File: config.mk
export PLATFORM = sky130hd
export DESIGN_NAME = stream_test_harness_flat
export DESIGN_NICKNAME = d
export VERILOG_FILES = /design/src/rtl/stream_tb_pkg.sv /design/src/rtl/stream_test_harness_if.sv /design/src/rtl/stream_test_harness_stall_lfsr.sv /design/src/rtl/stream_test_harness.sv /design/src/flat_wrapper.sv
export SDC_FILE = /design/constraint.sdc
export NUM_CORES = 2
export LEC_CHECK = 0
export ABC_CLOCK_PERIOD_IN_PS = 5880
export BUFFER_PORTS_ARGS = -buffer_cell sky130_fd_sc_hd__buf_4
export CAP_MARGIN = 20
export CORE_MARGIN = 4
export CORE_UTILIZATION = 45
export DETAILED_ROUTE_END_ITERATION = 8
export PLACE_DENSITY = 0.68
export SETUP_SLACK_MARGIN = 0.15
export SLEW_MARGIN = 20
export SYNTH_ARGS = -nofsm -noshare
export SYNTH_HDL_FRONTEND = slang
export SYNTH_SLANG_ARGS = --single-unit
File: constraint.sdc
create_clock -name clk -period 5.88 [get_ports clk]
set_input_delay 0.294 -clock clk [delete_from_list [all_inputs] [get_ports clk]]
set_output_delay 0.294 -clock clk [all_outputs]
set_load 0.01 [all_outputs]
File: src/rtl/stream_tb_pkg.sv
// Shared definitions for the stream test harness: FSM encoding, stall LFSR
// constants and the "no error recorded" marker.
package stream_tb_pkg;

   typedef enum logic [1:0] {
      ST_IDLE  = 2'd0,
      ST_RUN   = 2'd1,
      ST_DRAIN = 2'd2,
      ST_DONE  = 2'd3
   } state_t;

   localparam logic [15:0] LFSR_SEED = 16'hACE1;
   // Fibonacci taps 16,14,13,11 -> state bits 15,13,12,10
   localparam logic [15:0] LFSR_TAPS = 16'hB400;
   localparam logic [15:0] NO_ERR    = 16'hFFFF;

   function automatic logic lfsr_fb(input logic [15:0] s);
      return ^(s & LFSR_TAPS);
   endfunction

endpackage

File: src/rtl/stream_test_harness_if.sv
// Harness <-> device-under-test stream bundle.
interface stream_test_harness_if #(
   parameter int DATAW = 32,
   parameter int NIN   = 2
) ();
   logic                  dut_ivalid;
   logic                  dut_stall;
   logic [NIN*DATAW-1:0]  dut_in_data;
   logic [DATAW-1:0]      dut_out_data;

   modport master (output dut_ivalid, output dut_stall, output dut_in_data,
                   input  dut_out_data);
   modport slave  (input  dut_ivalid, input  dut_stall, input  dut_in_data,
                   output dut_out_data);
endinterface

File: src/rtl/stream_test_harness_stall_lfsr.sv
// Free-running 16-bit Fibonacci LFSR; hit flags the low BITS bits all zero.
module stall_lfsr
   import stream_tb_pkg::*;
#(
   parameter int BITS = 3
) (
   input  logic clk,
   input  logic rst,
   output logic hit
);

   logic [15:0] lfsr_q, lfsr_d;

   always_comb lfsr_d = {lfsr_q[14:0], lfsr_fb(lfsr_q)};

   always_ff @(posedge clk) begin
      if (rst) lfsr_q <= LFSR_SEED;
      else     lfsr_q <= lfsr_d;
   end

   assign hit = (lfsr_q[BITS-1:0] == '0);

endmodule

File: src/rtl/stream_test_harness.sv
// Streams preloaded vectors into a pipelined DUT and scores its output
// against a golden memory.
//
//  state | meaning
//  IDLE  | waiting for start after reset
//  RUN   | issuing input index i = 0..SIZE-1
//  DRAIN | inputs zeroed, collecting remaining results
//  DONE  | results final, waiting for start
module stream_test_harness
   import stream_tb_pkg::*;
#(
   parameter int DATAW      = 32,
   parameter int SIZE       = 32,
   parameter int NIN        = 2,
   parameter int LAT        = 5,
   parameter int STALL_EN   = 0,
   parameter int STALL_BITS = 3,
   localparam int AW        = $clog2(SIZE)
) (
   input  logic                 clk,
   input  logic                 rst,
   input  logic                 start,
   input  logic                 load_we,
   input  logic [3:0]           load_sel,
   input  logic [AW-1:0]        load_addr,
   input  logic [DATAW-1:0]     load_data,
   stream_test_harness_if.master dut,
   output logic                 busy,
   output logic                 done,
   output logic                 pass,
   output logic [15:0]          err_count,
   output logic [15:0]          first_err_idx
);

   state_t          state_q, state_d;
   logic [AW-1:0]   i_q, i_d;
   logic [AW:0]     j_q, j_d;
   logic [LAT-1:0]  vsr_q, vsr_d;
   logic [15:0]     err_count_q, err_count_d;
   logic [15:0]     first_err_q, first_err_d;
   logic            pass_q, pass_d;
   logic            lfsr_hit, stall, ivalid, tail;

   logic [DATAW-1:0] in_mem   [NIN][SIZE];
   logic [DATAW-1:0] gold_mem [SIZE];

   assign busy = (state_q == ST_RUN) || (state_q == ST_DRAIN);

   // Memories are not reset so their contents survive an aborted run.
   always_ff @(posedge clk) begin
      if (load_we && !busy) begin
         if (load_sel == 4'(NIN)) gold_mem[load_addr] <= load_data;
         for (int c = 0; c < NIN; c++)
            if (load_sel == 4'(c)) in_mem[c][load_addr] <= load_data;
      end
   end

   stall_lfsr #(.BITS(STALL_BITS)) u_stall_lfsr (
      .clk (clk),
      .rst (rst),
      .hit (lfsr_hit)
   );

   assign stall  = (STALL_EN != 0) && busy && lfsr_hit;
   assign ivalid = (state_q == ST_RUN) && !stall;
   assign tail   = vsr_q[LAT-1];

   assign dut.dut_stall  = stall;
   assign dut.dut_ivalid = ivalid;

   always_comb begin
      dut.dut_in_data = '0;
      if (state_q == ST_RUN)
         for (int c = 0; c < NIN; c++)
            dut.dut_in_data[c*DATAW +: DATAW] = in_mem[c][i_q];
   end

   always_comb begin
      state_d     = state_q;
      i_d         = i_q;
      j_d         = j_q;
      err_count_d = err_count_q;
      first_err_d = first_err_q;
      pass_d      = pass_q;
      vsr_d       = stall ? vsr_q : ((vsr_q << 1) | LAT'(ivalid));

      if (tail && !stall) begin
         if (dut.dut_out_data != gold_mem[j_q[AW-1:0]]) begin
            if (err_count_q != NO_ERR) err_count_d = err_count_q + 16'd1;
            if (err_count_q == 16'd0)  first_err_d = 16'(j_q);
         end
         j_d = j_q + (AW+1)'(1);
      end

      case (state_q)
         ST_IDLE, ST_DONE: begin
            if (start) begin
               state_d     = ST_RUN;
               i_d         = '0;
               j_d         = '0;
               vsr_d       = '0;
               err_count_d = '0;
               first_err_d = NO_ERR;
               pass_d      = 1'b0;
            end
         end
         ST_RUN: begin
            if (!stall) begin
               i_d = i_q + AW'(1);
               if (i_q == AW'(SIZE-1)) begin
                  i_d     = '0;
                  state_d = ST_DRAIN;
               end
            end
         end
         ST_DRAIN: begin
            if (j_q == (AW+1)'(SIZE)) begin
               state_d = ST_DONE;
               pass_d  = (err_count_q == 16'd0);
            end
         end
         default: state_d = ST_IDLE;
      endcase
   end

   always_ff @(posedge clk) begin
      if (rst) begin
         state_q     <= ST_IDLE;
         i_q         <= '0;
         j_q         <= '0;
         vsr_q       <= '0;
         err_count_q <= '0;
         first_err_q <= NO_ERR;
         pass_q      <= 1'b0;
      end else begin
         state_q     <= state_d;
         i_q         <= i_d;
         j_q         <= j_d;
         vsr_q       <= vsr_d;
         err_count_q <= err_count_d;
         first_err_q <= first_err_d;
         pass_q      <= pass_d;
      end
   end

   assign done          = (state_q == ST_DONE);
   assign pass          = pass_q;
   assign err_count     = err_count_q;
   assign first_err_idx = first_err_q;

endmodule

File: src/flat_wrapper.sv
// flat-port wrapper written by rule: the top's interface ports become plain ports
module stream_test_harness_flat import stream_tb_pkg::*;
#(
   parameter int DATAW      = 32,
   parameter int SIZE       = 32,
   parameter int NIN        = 2,
   parameter int LAT        = 5,
   parameter int STALL_EN   = 0,
   parameter int STALL_BITS = 3,
   localparam int AW        = $clog2(SIZE)
)
  (clk, rst, start, load_we, load_sel, load_addr, load_data, busy, done, pass, err_count, first_err_idx, dut_dut_ivalid, dut_dut_stall, dut_dut_in_data, dut_dut_out_data);
  stream_test_harness_if #(.DATAW(DATAW), .NIN(NIN)) dut_i ();
  input  logic clk;
  input  logic rst;
  input  logic start;
  input  logic load_we;
  input  logic [3:0] load_sel;
  input  logic [AW-1:0] load_addr;
  input  logic [DATAW-1:0] load_data;
  output logic busy;
  output logic done;
  output logic pass;
  output logic [15:0] err_count;
  output logic [15:0] first_err_idx;
  output wire logic [$bits(dut_i.dut_ivalid)-1:0] dut_dut_ivalid;
  output wire logic [$bits(dut_i.dut_stall)-1:0] dut_dut_stall;
  output wire logic [$bits(dut_i.dut_in_data)-1:0] dut_dut_in_data;
  input wire logic [$bits(dut_i.dut_out_data)-1:0] dut_dut_out_data;
  assign dut_dut_ivalid = dut_i.dut_ivalid;
  assign dut_dut_stall = dut_i.dut_stall;
  assign dut_dut_in_data = dut_i.dut_in_data;
  assign dut_i.dut_out_data = dut_dut_out_data;
  stream_test_harness #(.DATAW(DATAW), .SIZE(SIZE), .NIN(NIN), .LAT(LAT), .STALL_EN(STALL_EN), .STALL_BITS(STALL_BITS)) u_core (.clk(clk), .rst(rst), .start(start), .load_we(load_we), .load_sel(load_sel), .load_addr(load_addr), .load_data(load_data), .dut(dut_i), .busy(busy), .done(done), .pass(pass), .err_count(err_count), .first_err_idx(first_err_idx));
endmodule
==> flow_metrics.py <==
metrics = {
    "logic_synthesis": {
        "synthFlopType": "edfxtp_1",
        "syn_nets": 5274,
        "synth.area.top_cells": "edfxtp_1 77%, mux4_2 16%, mux2i_1 1.9%",
        "synth_top_area_cell": "edfxtp_1",
        "syn_area_per_cell_um2": 23.1,
        "syn-cell-area_um2": 120000,
        "synthArstFlopShare_pct": 0,
        "synth-seq-cells": 3123,
        "synth_seq_area_share_pct": 77.8,
        "synth-edff-count": 3072,
        "synth_most_common_cell": "edfxtp_1",
        "syn_inst": 5187,
        "ys_warn_count": 0,
        "synth.distinct_cells": 70,
        "synth.top_cells.by_count": "3,072 x edfxtp_1, 839 x mux4_2, 226 x mux2i_1, 150 x clkbuf_1, 132 x nor2_1",
        "yosysTopAreaCellShare_pct": 76.9,
    },
    "power_and_ir_drop": {
        "clock_power_share_pct": 40.4,
        "pwr-share-seq_pct": 51.2,
        "power_frac_comb_pct": 8.4,
        "ir_worst_vdd_uv": 232,
        "power.internal_mw": 37.4,
        "switching_share_pct": 21.9,
        "powerDensity_nw_per_um2": 347,
        "p_sw_mw": 10.5,
        "power_leakage_nw": 41.4,
    },
    "sta": {
        "skew_ps": 54.8,
        "finalCritPeriodShare_pct": 83.9,
        "relSlewSlack_pct": 23.9,
        "hold_violations": 0,
        "finalMaxSlewViolations": 0,
        "maxClockFrequency_mhz": 203,
        "setup_viol": 0,
        "min_period_ps": 4930,
        "rsz0062_at_grt": "no",
        "fin_setup_tns_ps": 0,
        "worst-slew-pin-transition_ps": 1140,
    },
    "cts": {
        "cts_buffers": 318,
        "cts_buffer_depth": 4,
        "cts_root_buf": "clkbuf_16",
        "cts_sinks": 3123,
        "htreeDepth": 5,
        "clk_pin_slew_ps": 60,
        "insertion_delay_ps": 880,
        "tritoncts": "yes",
        "post_cts_buffers": 0,
    },
    "final_layout": {
        "nNetsFinal": 5733,
        "fillers": 20100,
        "stdcell_area_um2": 138000,
        "final_layout_size_suffix_gt1_share_pct": 30.3,
        "stdcell_count": 9427,
        "area_growth_pct": 15.3,
    },
    "floorplanning": {
        "coreArea_um2": 265000,
        "die_w_um": 524,
        "dieArea_um2": 275000,
        "die_h_um": 524,
        "start_util_pct": 45.2,
        "num_rows": 189,
        "ios": 178,
    },
    "detailed_routing": {
        "drc_errors": 0,
        "wirelength_mm": 305,
        "avgRoutedWirePerCell_um": 32.4,
        "num_vias": 57800,
        "drt_iter0_drc": 8089,
        "drt-pass1-iter-count": 8,
        "drt-vias-per-instance": 6.13,
        "ant_nets": 0,
    },
    "min_path": {
        "hold_class": "primary input to register",
    },
    "placed_design": {
        "dp_cells": 8825,
        "port_buffers": 176,
        "gp_congestion": 0.887,
        "hpwl_mm": 186,
        "dpl_cell_area_um2": 128000,
    },
    "setup_path": {
        "worstPathArrival_ps": 4640,
        "path_class": "register to output pin",
        "cp-end-kind": "output pin",
        "cp-start-kind": "register",
        "crit_fanout": 38,
        "cp.required_ps": 5590,
    },
    "flow_run": {
        "maxCapViolCount": 0,
    },
    "grt": {
        "grt_use_total_pct": 22.1,
        "grt_overflow": 0,
        "grt_pass1_vias": 57600,
        "grt_pass1_wl_mm": 437,
        "grt_antenna_before_repair": 13,
        "grt_max_degree": 109,
    },
    "run_status": {
        "status": "finished, final reports clean",
    },
}
## per-stage QoR
stage | power, mW | setup slack [ps] | hold slack [ps] | utilization [%]
6_report | 47.9 | 946 | 28.3 | 52.1
5_1_grt | 49.5 | 533 | 25.8 | 52.1
4_1_cts | 48.3 | 779 | 12.4 | 52.1
3_5_place_dp | 29.1 | 1160 | 421 | 48.2
3_3_place_gp | 29.1 | 1250 | 418 | 47.7
2_1_floorplan | 27.5 | 1770 | 393 | -
## logic make-up after synthesis
kind of cell    share of synthesized area [%]
compound gates                           1.26
mux                                      17.7
flops                                    77.8
fa+ha+maj                               0.104
buf+inv                                  1.17
other cells                           0.00313
xor+xnor                                0.248
simple gates                             1.81
## routing by layer
layer	up-vias	part of all wire (%)	GRT usage, %
li1	23000	-	-
met1	31100	40	32.3
met2	3260	48	34.4
met3	471	9.2	4.01
met4	2	3.3	6.90
met5	-	0.0043	0
## path summary, 6_finish.rpt
path | start | cells after the start | endpoint | slack (ps)
max | u_core.i_q[0] | 7 | dut_dut_in_data[23] | 950
min | load_data[13] | 1 | u_core.in_mem[0][173] | 30
max reg2reg | u_core.j_q[0] | 12 | u_core.err_count[14] | 1060
min reg2reg | u_core.vsr_q[1] | 1 | u_core.vsr_q[2] | 400
## sequential cells by signal (all words and copies together), names as in the netlist
| signal | cells |
|---|---|
| u_core.in_mem | 2048 |
| u_core.gold_mem | 1024 |
| u_core.err_count | 16 |
| u_core.first_err_idx | 16 |
| u_core.j_q | 6 |
| u_core.i_q | 5 |
| u_core.vsr_q | 5 |
| u_core.state_q | 2 |
| u_core.pass | 1 |
## final cells by class
type / count / area, um2 / area share, %
inverter: 9 / 33.8 / 0.0244
multi-input combinational: 1771 / 26100 / 18.8
antenna: 4 / 10.0 / 0.00724
timing repair buffer: 423 / 4600 / 3.33
sequential: 3123 / 93300 / 67.4
tap: 3533 / 4420 / 3.20
clock buffer: 394 / 8370 / 6.05
clock inverter: 170 / 1550 / 1.12
## placed cells by master, fill, tap and decap left out, types with 8 or more instances in the layout
cell | synthesis | routed
o22ai_1 | 26 | 26
dlygate4sd3_1 | 0 | 30
dfxtp_4 | 0 | 8
a21oi_1 | 48 | 48
a21o_1 | 11 | 11
and2_1 | 11 | 11
nand2_1 | 99 | 98
and3_1 | 13 | 13
buf_4 | 23 | 299
or3_1 | 9 | 8
inv_6 | 0 | 9
buf_16 | 0 | 26
mux4_2 | 839 | 839
ha_1 | 10 | 9
a221oi_1 | 16 | 16
o21ai_1 | 17 | 17
dfxtp_1 | 51 | 43
nor2b_1 | 74 | 72
clkinv_2 | 0 | 47
nor3_1 | 11 | 11
edfxtp_1 | 3072 | 3072
clkbuf_16 | 0 | 323
a22oi_1 | 56 | 56
nand4_1 | 14 | 14
xor2_1 | 15 | 15
nor2_1 | 132 | 35
o21ai_0 | 15 | 15
mux2i_1 | 226 | 226
nor2_4 | 0 | 96
bufinv_16 | 0 | 21
nand3_1 | 19 | 19
buf_12 | 2 | 66
nor4_1 | 13 | 13
clkinv_1 | 3 | 74
xnor2_1 | 19 | 19
clkbuf_1 | 150 | 69
## repair_timing
item / in CTS / in global routing
hold buffers: 26 / 4
resized for setup: 0 / 0
endpoints found under the hold margin: 878 / 105
## critical path: stages, from the launching register on
cell and delay (ps):
dfxtp_4 920, buf_4 460, buf_4 390, mux4_2 600, mux4_2 560, mux2i_1 440, nor2b_1 100, buf_4 160
## power groups by stage
stage	Clock (mW)	Combinational, mW	Sequential (mW)
6_report	19.4	4.01	24.6
3_5_place_dp	0	4.09	25.0
2_1_floorplan	0	2.51	25.0
5_1_grt	20.6	4.31	24.5
3_3_place_gp	0	4.04	25.0
4_1_cts	19.6	4.13	24.6
Note: power is estimated with default switching activity, not from simulation.
